--- src/rtl/sprite_color_gen.sv ---
// Sprite colour generator: captures a bitmap and spreads it over NCH colour
// planes, advancing the colour (random/sequential/fixed/blink) every HOLD ticks.
module sprite_color_gen #(
    parameter int ROWS   = 8,
    parameter int COLS   = 8,
    parameter int NCH    = 3,
    parameter int LFSR_W = 3,
    parameter int HOLD   = 4
) (
    input  logic                       clk,
    input  logic                       rst_n,
    input  logic                       clk_en,
    input  logic                       load,
    input  logic [LFSR_W-1:0]          seed,
    input  logic [1:0]                 mode,
    input  logic [NCH-1:0]             fixed_color,
    input  logic [ROWS*COLS-1:0]       sprite,
    output logic [ROWS*NCH*COLS-1:0]   out,
    output logic [NCH-1:0]             color,
    output logic                       frame_pulse
);

    localparam int HW = (HOLD > 1) ? $clog2(HOLD) : 1;

    localparam logic [1:0] M_RAND  = 2'b00;
    localparam logic [1:0] M_SEQ   = 2'b01;
    localparam logic [1:0] M_FIXED = 2'b10;
    localparam logic [1:0] M_BLINK = 2'b11;

    typedef enum logic [1:0] {IDLE, SHOW, BLANK} state_t;

    state_t                 r_state;
    logic [HW-1:0]          r_hold;
    logic [LFSR_W-1:0]      r_lfsr;
    logic [1:0]             r_mode;
    logic [ROWS*COLS-1:0]   r_sprite;
    logic [NCH-1:0]         r_color;
    logic                   r_pulse;

    logic [LFSR_W-1:0]      w_seed;
    logic [LFSR_W-1:0]      w_next;
    logic                   w_last;

    function automatic logic [LFSR_W-1:0] f_step(input logic [LFSR_W-1:0] v);
        logic [7:0] x;
        logic       fb;
        x = 8'(v);
        case (LFSR_W)
            3:       fb = x[2] ^ x[1];
            4:       fb = x[3] ^ x[2];
            5:       fb = x[4] ^ x[2];
            6:       fb = x[5] ^ x[4];
            7:       fb = x[6] ^ x[5];
            default: fb = x[7] ^ x[5] ^ x[4] ^ x[3];
        endcase
        return {v[LFSR_W-2:0], fb};
    endfunction

    // A colour code of zero would blank the sprite, so it is never produced.
    function automatic logic [NCH-1:0] f_nz(input logic [NCH-1:0] c);
        return (c == '0) ? NCH'(1) : c;
    endfunction

    assign w_seed = (seed == '0) ? LFSR_W'(1) : seed;
    assign w_next = f_step(r_lfsr);
    assign w_last = (r_hold == HW'(HOLD - 1));

    always_ff @(posedge clk or negedge rst_n) begin
        if (!rst_n) begin
            r_state  <= IDLE;
            r_hold   <= '0;
            r_lfsr   <= LFSR_W'(1);
            r_mode   <= M_RAND;
            r_sprite <= '0;
            r_color  <= '0;
            r_pulse  <= 1'b0;
        end else begin
            r_pulse <= 1'b0;
            if (load) begin
                r_sprite <= sprite;
                r_mode   <= mode;
                r_hold   <= '0;
                r_state  <= SHOW;
                r_pulse  <= 1'b1;
                r_lfsr   <= w_seed;
                r_color  <= (mode == M_RAND) ? f_nz(w_seed[NCH-1:0])
                                             : f_nz(fixed_color);
            end else if (clk_en && r_state != IDLE) begin
                if (w_last) begin
                    r_hold <= '0;
                    case (r_mode)
                        M_RAND: begin
                            r_lfsr  <= w_next;
                            r_color <= f_nz(w_next[NCH-1:0]);
                            r_pulse <= 1'b1;
                        end
                        M_SEQ: begin
                            r_color <= f_nz(r_color + NCH'(1));
                            r_pulse <= 1'b1;
                        end
                        M_FIXED: begin
                            r_pulse <= 1'b1;
                        end
                        M_BLINK: begin
                            r_state <= (r_state == SHOW) ? BLANK : SHOW;
                            r_pulse <= (r_state == BLANK);
                        end
                        default: ;
                    endcase
                end else begin
                    r_hold <= r_hold + HW'(1);
                end
            end
        end
    end

    always_comb begin
        out = '0;
        if (r_state == SHOW) begin
            for (int r = 0; r < ROWS; r++) begin
                for (int k = 0; k < NCH; k++) begin
                    if (r_color[k])
                        out[r*NCH*COLS + k*COLS +: COLS] = r_sprite[r*COLS +: COLS];
                end
            end
        end
    end

    assign color       = r_color;
    assign frame_pulse = r_pulse;

endmodule

--- config.mk ---
export PLATFORM = sky130hd
export DESIGN_NAME = sprite_color_gen
export DESIGN_NICKNAME = d
export VERILOG_FILES = /design/src/rtl/sprite_color_gen.sv
export SDC_FILE = /design/constraint.sdc
export NUM_CORES = 1
export LEC_CHECK = 0
export ABC_AREA = 1
export CORE_MARGIN = 3
export CORE_UTILIZATION = 39
export DETAILED_ROUTE_END_ITERATION = 16
export PLACE_DENSITY = 0.9
export SLEW_MARGIN = 10
export SYNTH_ARGS = -nofsm -noshare
export SYNTH_HDL_FRONTEND = slang
export SYNTH_SLANG_ARGS = --single-unit
export TNS_END_PERCENT = 50
--- constraint.sdc ---
create_clock -name clk -period 3.3 [get_ports clk]
set_input_delay 0.66 -clock clk [delete_from_list [all_inputs] [get_ports clk]]
set_output_delay 0.66 -clock clk [all_outputs]
set_load 0.005 [all_outputs]
==> results.json, run 1 <==
{
  "run_status": "finished, final reports clean",
  "final_util": 0.710,
  "postCtsHoldBufs": 0,
  "maxSlewViolCount": 0,
  "vias_per_cell": 4.67,
  "syn-num-nets": 676,
  "worst_ep_required_time_ns": 2.64,
  "ctsHtreeMaxLevel": 3,
  "synth_most_common_cell": "sky130_fd_sc_hd__nor2_1",
  "syn_avg_cell_area_um2": 6.93,
  "layout_worst_path_cycle_share": 0.829,
  "hpwl_detailed_um": 10700,
  "io_pins": 272,
  "yosys_warnings": 0,
  "number_of_flops_mapped_to_enable_cells_by_yosys": 0,
  "worstSetupStartpointType": "flop",
  "timing.fmax_mhz": 365,
  "timing.final.ws_setup_ns": 0.564,
  "die_w_um": 109,
  "worstSetupPathType": "reg -> out",
  "p_leak_nw": 3.23,
  "share_of_post_route_cells_with_drive_strength_above_1": 0.0455,
  "ir_drop_mv": 0.318,
  "tritoncts": "done",
  "grt_overflow_total": 0,
  "slew_worst_pin_ns": 0.956,
  "synth_area_mm2": 0.00414,
  "clock_tree.root_cell": "sky130_fd_sc_hd__clkbuf_8",
  "number_of_nets_in_the_finished_design": 932,
  "die-area_mm2": 0.0119,
  "setup-tns-final_ns": 0,
  "wire_length_of_the_first_global_routing_pass_um": 22300,
  "fin_skew_ns": 0.00479,
  "hold_viol_final": 0,
  "antenna_found_initial": 0,
  "worstPathMaxFanout": 34,
  "cts_max_path_buffers": 2,
  "detailroute.via_count": 4619,
  "cts_setup_buffers": 0,
  "fillers": 783,
  "ys_types": 26,
  "detailedPlace.worstSlack_ns": 0.959,
  "grt_setup_unrepaired": "false",
  "worst_skew_pair.late_latency_ns": 0.33,
  "report.final.setup_viol": 0,
  "synthDominantAreaCellType": "sky130_fd_sc_hd__dfrtp_1",
  "clkSlewWorstSetupHoldPaths_ns": 0.07,
  "detail-route-antenna-nets": 0,
  "netlist.area_leader.share": 0.460,
  "finalWirelength_um": 14200,
  "hold_path.class": "in -> async",
  "power_per_cell_area_mw_per_mm2": 526,
  "final.hold.worst_slack_ns": 0.468,
  "antenna_cells_inserted": 0,
  "port_buffers": 271,
  "first_global_vias": 4567,
  "groute.usage.overall": 0.237,
  "slew_headroom": 0.363,
  "drv.max_cap_violation_count": 0,
  "gpl.final_weighted_congestion": 0.801,
  "dieHeight_um": 109,
  "coreArea_mm2": 0.0100,
  "synth.yosys.seq_area_share": 0.466,
  "async_reset_ff_frac": 1.00,
  "detail_route.iter0.violations": 246,
  "post_cts_resize_count": 0,
  "initial_utilization": 0.412,
  "netlist_top_cells_area": "sky130_fd_sc_hd__dfrtp_1 (46%), sky130_fd_sc_hd__nor2_1 (18%), sky130_fd_sc_hd__nand2_1 (9.2%)",
  "clkSinkCount": 77,
  "cts_inserted_buffers": 9,
  "number_of_storage_elements_in_the_synthesis_netlist": 77,
  "end_kind": "output pin",
  "most_instantiated_cells_after_synthesis": "sky130_fd_sc_hd__nor2_1 (198), sky130_fd_sc_hd__nand2_1 (101), sky130_fd_sc_hd__inv_1 (80), sky130_fd_sc_hd__dfrtp_1 (76), sky130_fd_sc_hd__o21ai_0 (69)",
  "count_of_mapped_cells_out_of_synthesis": 597,
  "drt-wirelength-per-cell_um": 14.3,
  "post-route-drc-count": 0,
  "placementRows": 36,
  "grt_max_degree": 78,
  "flow.area_growth_from_synthesis_pct": 72.4,
  "timing.reg2reg.setup_slack_ns": 1.86,
  "final_period_minus_worst_setup_slack_ns": 2.74,
  "detailedRoute.firstPassIterationCount": 4,
  "crit_arrival_ns": 2.08,
  "postSynth.topFlopCell": "sky130_fd_sc_hd__dfrtp_1"
}
[layout by cell type (no fill, tap or decap), drive strengths merged]
cell           count
clkdlybuf4s50    269
nor2             200
nand2            106
inv               82
dfrtp             76
o21ai             76
clkbuf            11
buf               10
nand3              7
a21oi              6
ha                 3
bufinv             3
clkinv             2
nor4               1
nor3               1
nand4              1
o211ai             1
xor2               1
dfstp              1
[critical path: stages (launching register included)]
cell	delay (ns)
sky130_fd_sc_hd__dfrtp_1	0.39
sky130_fd_sc_hd__inv_1	0.09
sky130_fd_sc_hd__nor2_2	0.21
sky130_fd_sc_hd__nand2_2	0.09
sky130_fd_sc_hd__buf_4	0.25
sky130_fd_sc_hd__nor2_1	0.15
sky130_fd_sc_hd__clkdlybuf4s50_1	0.54
[final timing paths]
check                                             from                        to  depth (start not counted)
worst max-delay path            r_state[0]$_DFFE_PN0P_                   out[53]                          6
worst min-delay path                             rst_n      color[0]$_DFFE_PN0P_                          1
worst max register to register    color[0]$_DFFE_PN0P_      color[0]$_DFFE_PN0P_                         10
worst min register to register   r_hold[1]$_DFFE_PN0N_     r_hold[1]$_DFFE_PN0N_                          2
max in group asynchronous                        rst_n  r_sprite[59]$_DFFE_PN0P_                          1
min in group clk                 r_hold[1]$_DFFE_PN0N_     r_hold[1]$_DFFE_PN0N_                          2
[cells by family after synthesis]
family	synth area share
buf+inv	0.120
compound gates	0.105
xor+xnor	0.00212
flops	0.466
simple gates	0.297
fa+ha+maj	0.00908
[final cells by class]
class | instances | area, um2 | area share
clock buffer | 11 | 151 | 0.0212
multi-input combinational | 403 | 1710 | 0.240
clock inverter | 4 | 95.1 | 0.0133
tap | 133 | 166 | 0.0233
inverter | 83 | 312 | 0.0437
sequential | 77 | 1930 | 0.270
timing repair buffer | 279 | 2770 | 0.388
[routing by layer]
layer  GRT usage  share of wire
met5           0              0
met4      0.0676          0.020
met3      0.0545          0.071
met2       0.427           0.52
met1       0.279           0.39
[report_power, final]
group	switching [mW]	total (mW)	internal (mW)
registers	0.0807	1.15	1.07
logic	0.828	1.73	0.902
clock network	0.329	0.867	0.539
total	1.24	3.75	2.51
[state kept, by name (all words and copies together) (netlist names)]
name         cells
r_sprite        64
r_lfsr           3
r_state          2
r_hold           2
color            3
r_mode           2
frame_pulse      1
[through the flow]
step                instances  power, mW  area (um2)
floorplan                 597       1.86        4140
global placement          975       2.86        6880
detailed placement        975       2.90        6880
CTS                       990       3.78        7130
global route              990       4.00        7130
finish                    990       3.75        7130
Note: power is estimated with default switching activity, not from simulation.
==> inputs of run 2 (changes only) <==
--- a/config.mk
+++ b/config.mk
@@ -7,9 +7,9 @@
 export LEC_CHECK = 0
 export ABC_AREA = 1
 export CORE_MARGIN = 3
-export CORE_UTILIZATION = 39
+export CORE_UTILIZATION = 37
 export DETAILED_ROUTE_END_ITERATION = 16
-export PLACE_DENSITY = 0.9
+export PLACE_DENSITY = 0.86
 export SLEW_MARGIN = 10
 export SYNTH_ARGS = -nofsm -noshare
 export SYNTH_HDL_FRONTEND = slang
==> constraint.sdc (replaced) <==
create_clock -name clk -period 2.8 [get_ports clk]
set_input_delay 0.56 -clock clk [delete_from_list [all_inputs] [get_ports clk]]
set_output_delay 0.56 -clock clk [all_outputs]
set_load 0.005 [all_outputs]
==> run 2 against run 1 <==
  * Cell count is 0.40% higher
  * Routed wire length is 1.7% lower
  * Utilization shrank 3.8 points
  * Register-to-register slack got worse by 0.53 ns
  * Sequential share of layout area hardly changed
  * Sequential power up 17%
  * Design area barely moved
  * Power up 17%
  * Setup slack got worse by 0.36 ns
  * Combinational power up 17%
  * Critical path type unchanged
  * Largest cell class unchanged
  * Largest power group unchanged
==> results.json, run 2 (synthesized netlist as in run 1, its figures left out) <==
{
  "post-route-drc-count": 0,
  "end_kind": "output pin",
  "gpl.final_weighted_congestion": 0.826,
  "largest_register_ffs": 64,
  "power_per_cell_area_mw_per_mm2": 614,
  "die-area_mm2": 0.0125,
  "wire_length_of_the_first_global_routing_pass_um": 22600,
  "dieHeight_um": 112,
  "grt_overflow_total": 0,
  "tritoncts": "done",
  "worst_ep_required_time_ns": 2.24,
  "slew_headroom": 0.365,
  "cts_setup_buffers": 0,
  "cts_max_path_buffers": 2,
  "worstSetupStartpointType": "flop",
  "first_global_vias": 4547,
  "crit_arrival_ns": 2.04,
  "run_status": "finished, final reports clean",
  "detail_route.iter0.violations": 254,
  "ir_drop_mv": 0.373,
  "layout_worst_path_cycle_share": 0.928,
  "hold_path.class": "in -> async",
  "report.final.setup_viol": 0,
  "drv.max_cap_violation_count": 0,
  "worstPathMaxFanout": 42,
  "detailedRoute.firstPassIterationCount": 4,
  "slew_worst_pin_ns": 0.953,
  "initial_utilization": 0.390,
  "flow.area_growth_from_synthesis_pct": 72.3,
  "hpwl_detailed_um": 10700,
  "final_period_minus_worst_setup_slack_ns": 2.60,
  "detailedPlace.worstSlack_ns": 0.533,
  "worstSetupPathType": "reg -> out",
  "mostFrequentLayoutCell": "sky130_fd_sc_hd__clkdlybuf4s50_1",
  "worstRegToRegCells": 10,
  "postCtsHoldBufs": 0,
  "setup-tns-final_ns": 0,
  "groute.usage.overall": 0.220,
  "number_of_nets_in_the_finished_design": 932,
  "p_leak_nw": 3.23,
  "antenna_cells_inserted": 0,
  "ctsHtreeMaxLevel": 3,
  "share_of_post_route_cells_with_drive_strength_above_1": 0.0455,
  "fillers": 895,
  "maxSlewViolCount": 0,
  "vias_per_cell": 4.66,
  "timing.final.ws_setup_ns": 0.201,
  "clkSinkCount": 77,
  "cts_inserted_buffers": 9,
  "detailroute.via_count": 4631,
  "clock_tree.root_cell": "sky130_fd_sc_hd__clkbuf_8",
  "placementRows": 37,
  "antenna_found_initial": 0,
  "fin_skew_ns": 0.00616,
  "finalWirelength_um": 13900,
  "layout.cells.most_common_list": "sky130_fd_sc_hd__clkdlybuf4s50_1 (269), sky130_fd_sc_hd__nor2_1 (198), sky130_fd_sc_hd__nand2_1 (101)",
  "die_w_um": 112,
  "grt_max_degree": 78,
  "regMostFlops": "r_sprite",
  "detail-route-antenna-nets": 0,
  "post_cts_resize_count": 0,
  "coreArea_mm2": 0.0106,
  "drt-wirelength-per-cell_um": 14.0,
  "port_buffers": 271,
  "timing.fmax_mhz": 385,
  "io_pins": 272,
  "hold_viol_final": 0,
  "clkSlewWorstSetupHoldPaths_ns": 0.08,
  "grt_setup_unrepaired": "false",
  "worst_skew_pair.late_latency_ns": 0.34
}
-- run 2: cell types whose count changed in the layout (fill, tap and decap cells not counted), sizes merged --
cell      previous run  this run
clkinvlp             0         1
clkbuf              11        10
clkinv               2         3
-- run 2: path summary, 6_finish.rpt --
kind / end / slack, ns / startpoint
worst min register to register: r_hold[1]$_DFFE_PN0N_ / 0.50 / r_hold[1]$_DFFE_PN0N_
max in group asynchronous: r_sprite[5]$_DFFE_PN0P_ / 1.82 / rst_n
min in group clk: r_hold[1]$_DFFE_PN0N_ / 0.50 / r_hold[1]$_DFFE_PN0N_
worst max-delay path: out[66] / 0.20 / r_state[1]$_DFFE_PN0P_
worst min-delay path: r_sprite[59]$_DFFE_PN0P_ / 0.37 / rst_n
worst max register to register: color[0]$_DFFE_PN0P_ / 1.33 / color[0]$_DFFE_PN0P_
-- run 2: where the power goes --
part           total [mW]  internal [mW]  switching, mW
Combinational        2.03           1.07          0.960
Sequential           1.35           1.26         0.0920
Clock               0.996          0.593          0.403
Total                4.37           2.92           1.46
-- run 2: area by class of cell --
type | count | area, um2 | area share
Timing Repair Buffer | 279 | 2770 | 0.388
Sequential cell | 77 | 1930 | 0.271
Multi-Input combinational cell | 403 | 1710 | 0.240
Inverter | 83 | 312 | 0.0437
Tap cell | 136 | 170 | 0.0239
Clock buffer | 10 | 128 | 0.0179
Clock inverter | 6 | 111 | 0.0156
-- run 2: per-layer routing --
layer,up-vias,global-route usage,wire (um)
li1,2297,-,-
met1,2133,0.264,5620
met2,181,0.391,7160
met3,20,0.0467,893
met4,0,0.0730,246
met5,-,0,0
-- run 2: per-stage QoR --
step	std cells	total power, mW	instance area (um2)	utilization	hold slack (ns)
floorplan	597	2.20	4140	-	0.264
global placement	978	3.37	6890	0.650	0.471
detailed placement	978	3.42	6890	0.650	0.478
CTS	994	4.44	7130	0.672	0.392
global route	994	4.68	7130	0.672	0.421
finish	994	4.37	7130	0.672	0.367
-- run 2: critical path, cell delays in order, from the launching register on --
cell and delay [ns]:
sky130_fd_sc_hd__dfrtp_1 0.41, sky130_fd_sc_hd__nor2_2 0.22, sky130_fd_sc_hd__nand2_2 0.08, sky130_fd_sc_hd__buf_4 0.26, sky130_fd_sc_hd__nor2_1 0.17, sky130_fd_sc_hd__clkdlybuf4s50_1 0.55
==> inputs of run 3 (changes only) <==
--- a/config.mk
+++ b/config.mk
@@ -9,7 +9,7 @@
 export CORE_MARGIN = 3
 export CORE_UTILIZATION = 37
 export DETAILED_ROUTE_END_ITERATION = 16
-export PLACE_DENSITY = 0.86
+export PLACE_DENSITY = 0.89
 export SLEW_MARGIN = 10
 export SYNTH_ARGS = -nofsm -noshare
 export SYNTH_HDL_FRONTEND = slang
==> constraint.sdc (replaced) <==
create_clock -name clk -period 2.5 [get_ports clk]
set_input_delay 0.5 -clock clk [delete_from_list [all_inputs] [get_ports clk]]
set_output_delay 0.5 -clock clk [all_outputs]
set_load 0.005 [all_outputs]
==> run 3 against run 2 <==
  * Via count about the same
  * Clock power increased by 11%
  * First-iteration DRC count increased by 9.1%
  * Critical path depth unchanged
  * Global-route usage decreased by 0.59 points
  * Cell count unchanged
  * Routed wire length decreased by 1.9%
  * Critical path type unchanged
  * Largest cell class unchanged
==> results.json, run 3 (synthesized netlist as in run 1, its figures left out) <==
{
  "ctsHtreeMaxLevel": 3,
  "die_w_um": 112,
  "initial_utilization": 0.390,
  "die-area_mm2": 0.0125,
  "final_area_mm2": 0.00717,
  "detail_route.iter0.violations": 277,
  "clkSinkCount": 77,
  "grt_max_degree": 107,
  "dpl.cell_count": 978,
  "final_period_minus_worst_setup_slack_ns": 2.44,
  "grt_overflow_total": 0,
  "coreArea_mm2": 0.0106,
  "layout_worst_path_cycle_share": 0.976,
  "end_kind": "output pin",
  "hpwl_detailed_um": 10700,
  "groute.usage.overall": 0.214,
  "timing.fmax_mhz": 410,
  "finalWirelength_um": 13700,
  "p_leak_nw": 3.24,
  "worst_skew_pair.late_latency_ns": 0.33,
  "gpl.final_weighted_congestion": 0.837,
  "detail-route-antenna-nets": 0,
  "number_of_nets_in_the_finished_design": 932,
  "worstSetupStartpointType": "flop",
  "placementRows": 37,
  "setup-tns-final_ns": 0,
  "power_per_cell_area_mw_per_mm2": 684,
  "wire_length_of_the_first_global_routing_pass_um": 22100,
  "ir_drop_mv": 0.391,
  "fin_skew_ns": 0.00494,
  "slew_headroom": 0.705,
  "first_global_vias": 4460,
  "clock_tree.root_cell": "sky130_fd_sc_hd__clkbuf_8",
  "flow.area_growth_from_synthesis_pct": 73.3,
  "hold_path.class": "in -> async",
  "detailedPlace.worstSlack_ns": 0.315,
  "worst_ep_required_time_ns": 2.00,
  "report.final.setup_viol": 0,
  "antenna_cells_inserted": 0,
  "run_status": "finished, final reports clean",
  "port_buffers": 271,
  "largest_register_ffs": 64,
  "timing.final.ws_setup_ns": 0.0601,
  "cts_inserted_buffers": 9,
  "worstSetupPathType": "reg -> out",
  "io_pins": 272,
  "cts_max_path_buffers": 2,
  "detailedRoute.firstPassIterationCount": 4,
  "grt_setup_unrepaired": "true",
  "clkSlewWorstSetupHoldPaths_ns": 0.07,
  "fin_cells": 994,
  "mostFrequentLayoutCell": "sky130_fd_sc_hd__clkdlybuf4s50_1",
  "dieHeight_um": 112,
  "vias_per_cell": 4.66,
  "worstPathMaxFanout": 33,
  "totalPowerFinal_mw": 4.90,
  "share_of_post_route_cells_with_drive_strength_above_1": 0.0466,
  "hold_viol_final": 0,
  "r2r-start": "color[0]$_DFFE_PN0P_",
  "detailroute.via_count": 4632,
  "antenna_found_initial": 0,
  "maxSlewViolCount": 0,
  "tritoncts": "done",
  "cts_setup_buffers": 0,
  "crit_arrival_ns": 1.94,
  "startpoint": "r_state[1]$_DFFE_PN0P_",
  "drv.max_cap_violation_count": 0,
  "post-route-drc-count": 0,
  "drt-wirelength-per-cell_um": 13.7,
  "slew_worst_pin_ns": 0.442,
  "regMostFlops": "r_sprite",
  "placedInstanceArea_mm2": 0.00691,
  "layout.cells.most_common_list": "sky130_fd_sc_hd__clkdlybuf4s50_1 (269), sky130_fd_sc_hd__nor2_1 (196), sky130_fd_sc_hd__nand2_1 (101)"
}
==> run 3: critical path: stages (launching register included) <==
cell and delay (ns):
sky130_fd_sc_hd__dfrtp_1 0.42, sky130_fd_sc_hd__nor2_4 0.17, sky130_fd_sc_hd__nand2_2 0.07, sky130_fd_sc_hd__buf_4 0.24
sky130_fd_sc_hd__nor2_1 0.15, sky130_fd_sc_hd__clkdlybuf4s50_1 0.55
==> run 3: path summary, 6_finish.rpt <==
path | cells after the start | end | slack (ns)
setup / recovery | 5 | out[153] | 0.06
hold / removal | 1 | color[0]$_DFFE_PN0P_ | 0.10
setup reg to reg | 10 | color[0]$_DFFE_PN0P_ | 1.11
hold reg to reg | 2 | r_lfsr[0]$_DFFE_PN1P_ | 0.49
max in group asynchronous | 2 | r_sprite[57]$_DFFE_PN0P_ | 1.82
min in group clk | 2 | r_lfsr[0]$_DFFE_PN1P_ | 0.49
==> run 3: what timing repair did <==
action | CTS | global route
endpoints found under the setup margin | 5 | 66
hold buffers | 0 | 0
cloned | 0 | 0
gates resized for setup | 2 | 2
==> run 3: power by group <==
group / total [mW] / internal, mW / switching (mW)
clock network: 1.11 / 0.690 / 0.417
registers: 1.51 / 1.41 / 0.0992
logic: 2.28 / 1.20 / 1.08
total: 4.90 / 3.31 / 1.59
==> run 3: through the flow <==
stage,hold WS [ns],utilization
6_report,0.103,0.676
5_1_grt,0.115,0.676
4_1_cts,0.108,0.675
3_5_place_dp,0.477,0.652
3_3_place_gp,0.468,0.652
2_1_floorplan,0.204,-
==> run 3: area by class of cell <==
type	count	area (um2)
Tap cell	136	170
Clock buffer	12	145
Timing Repair Buffer	279	2800
Fill cell	860	3440
Inverter	83	312
Sequential cell	77	1930
Clock inverter	4	95.1
Multi-Input combinational cell	403	1720
==> run 3: layer usage <==
layer  track usage  up-vias  wire length (um)  share of wire
li1              -     2294                 -              -
met1         0.249     2112              5380           0.39
met2         0.384      194              6950           0.51
met3        0.0478       32               941          0.069
met4        0.0787        0               393          0.029
met5             0        -                 0              0
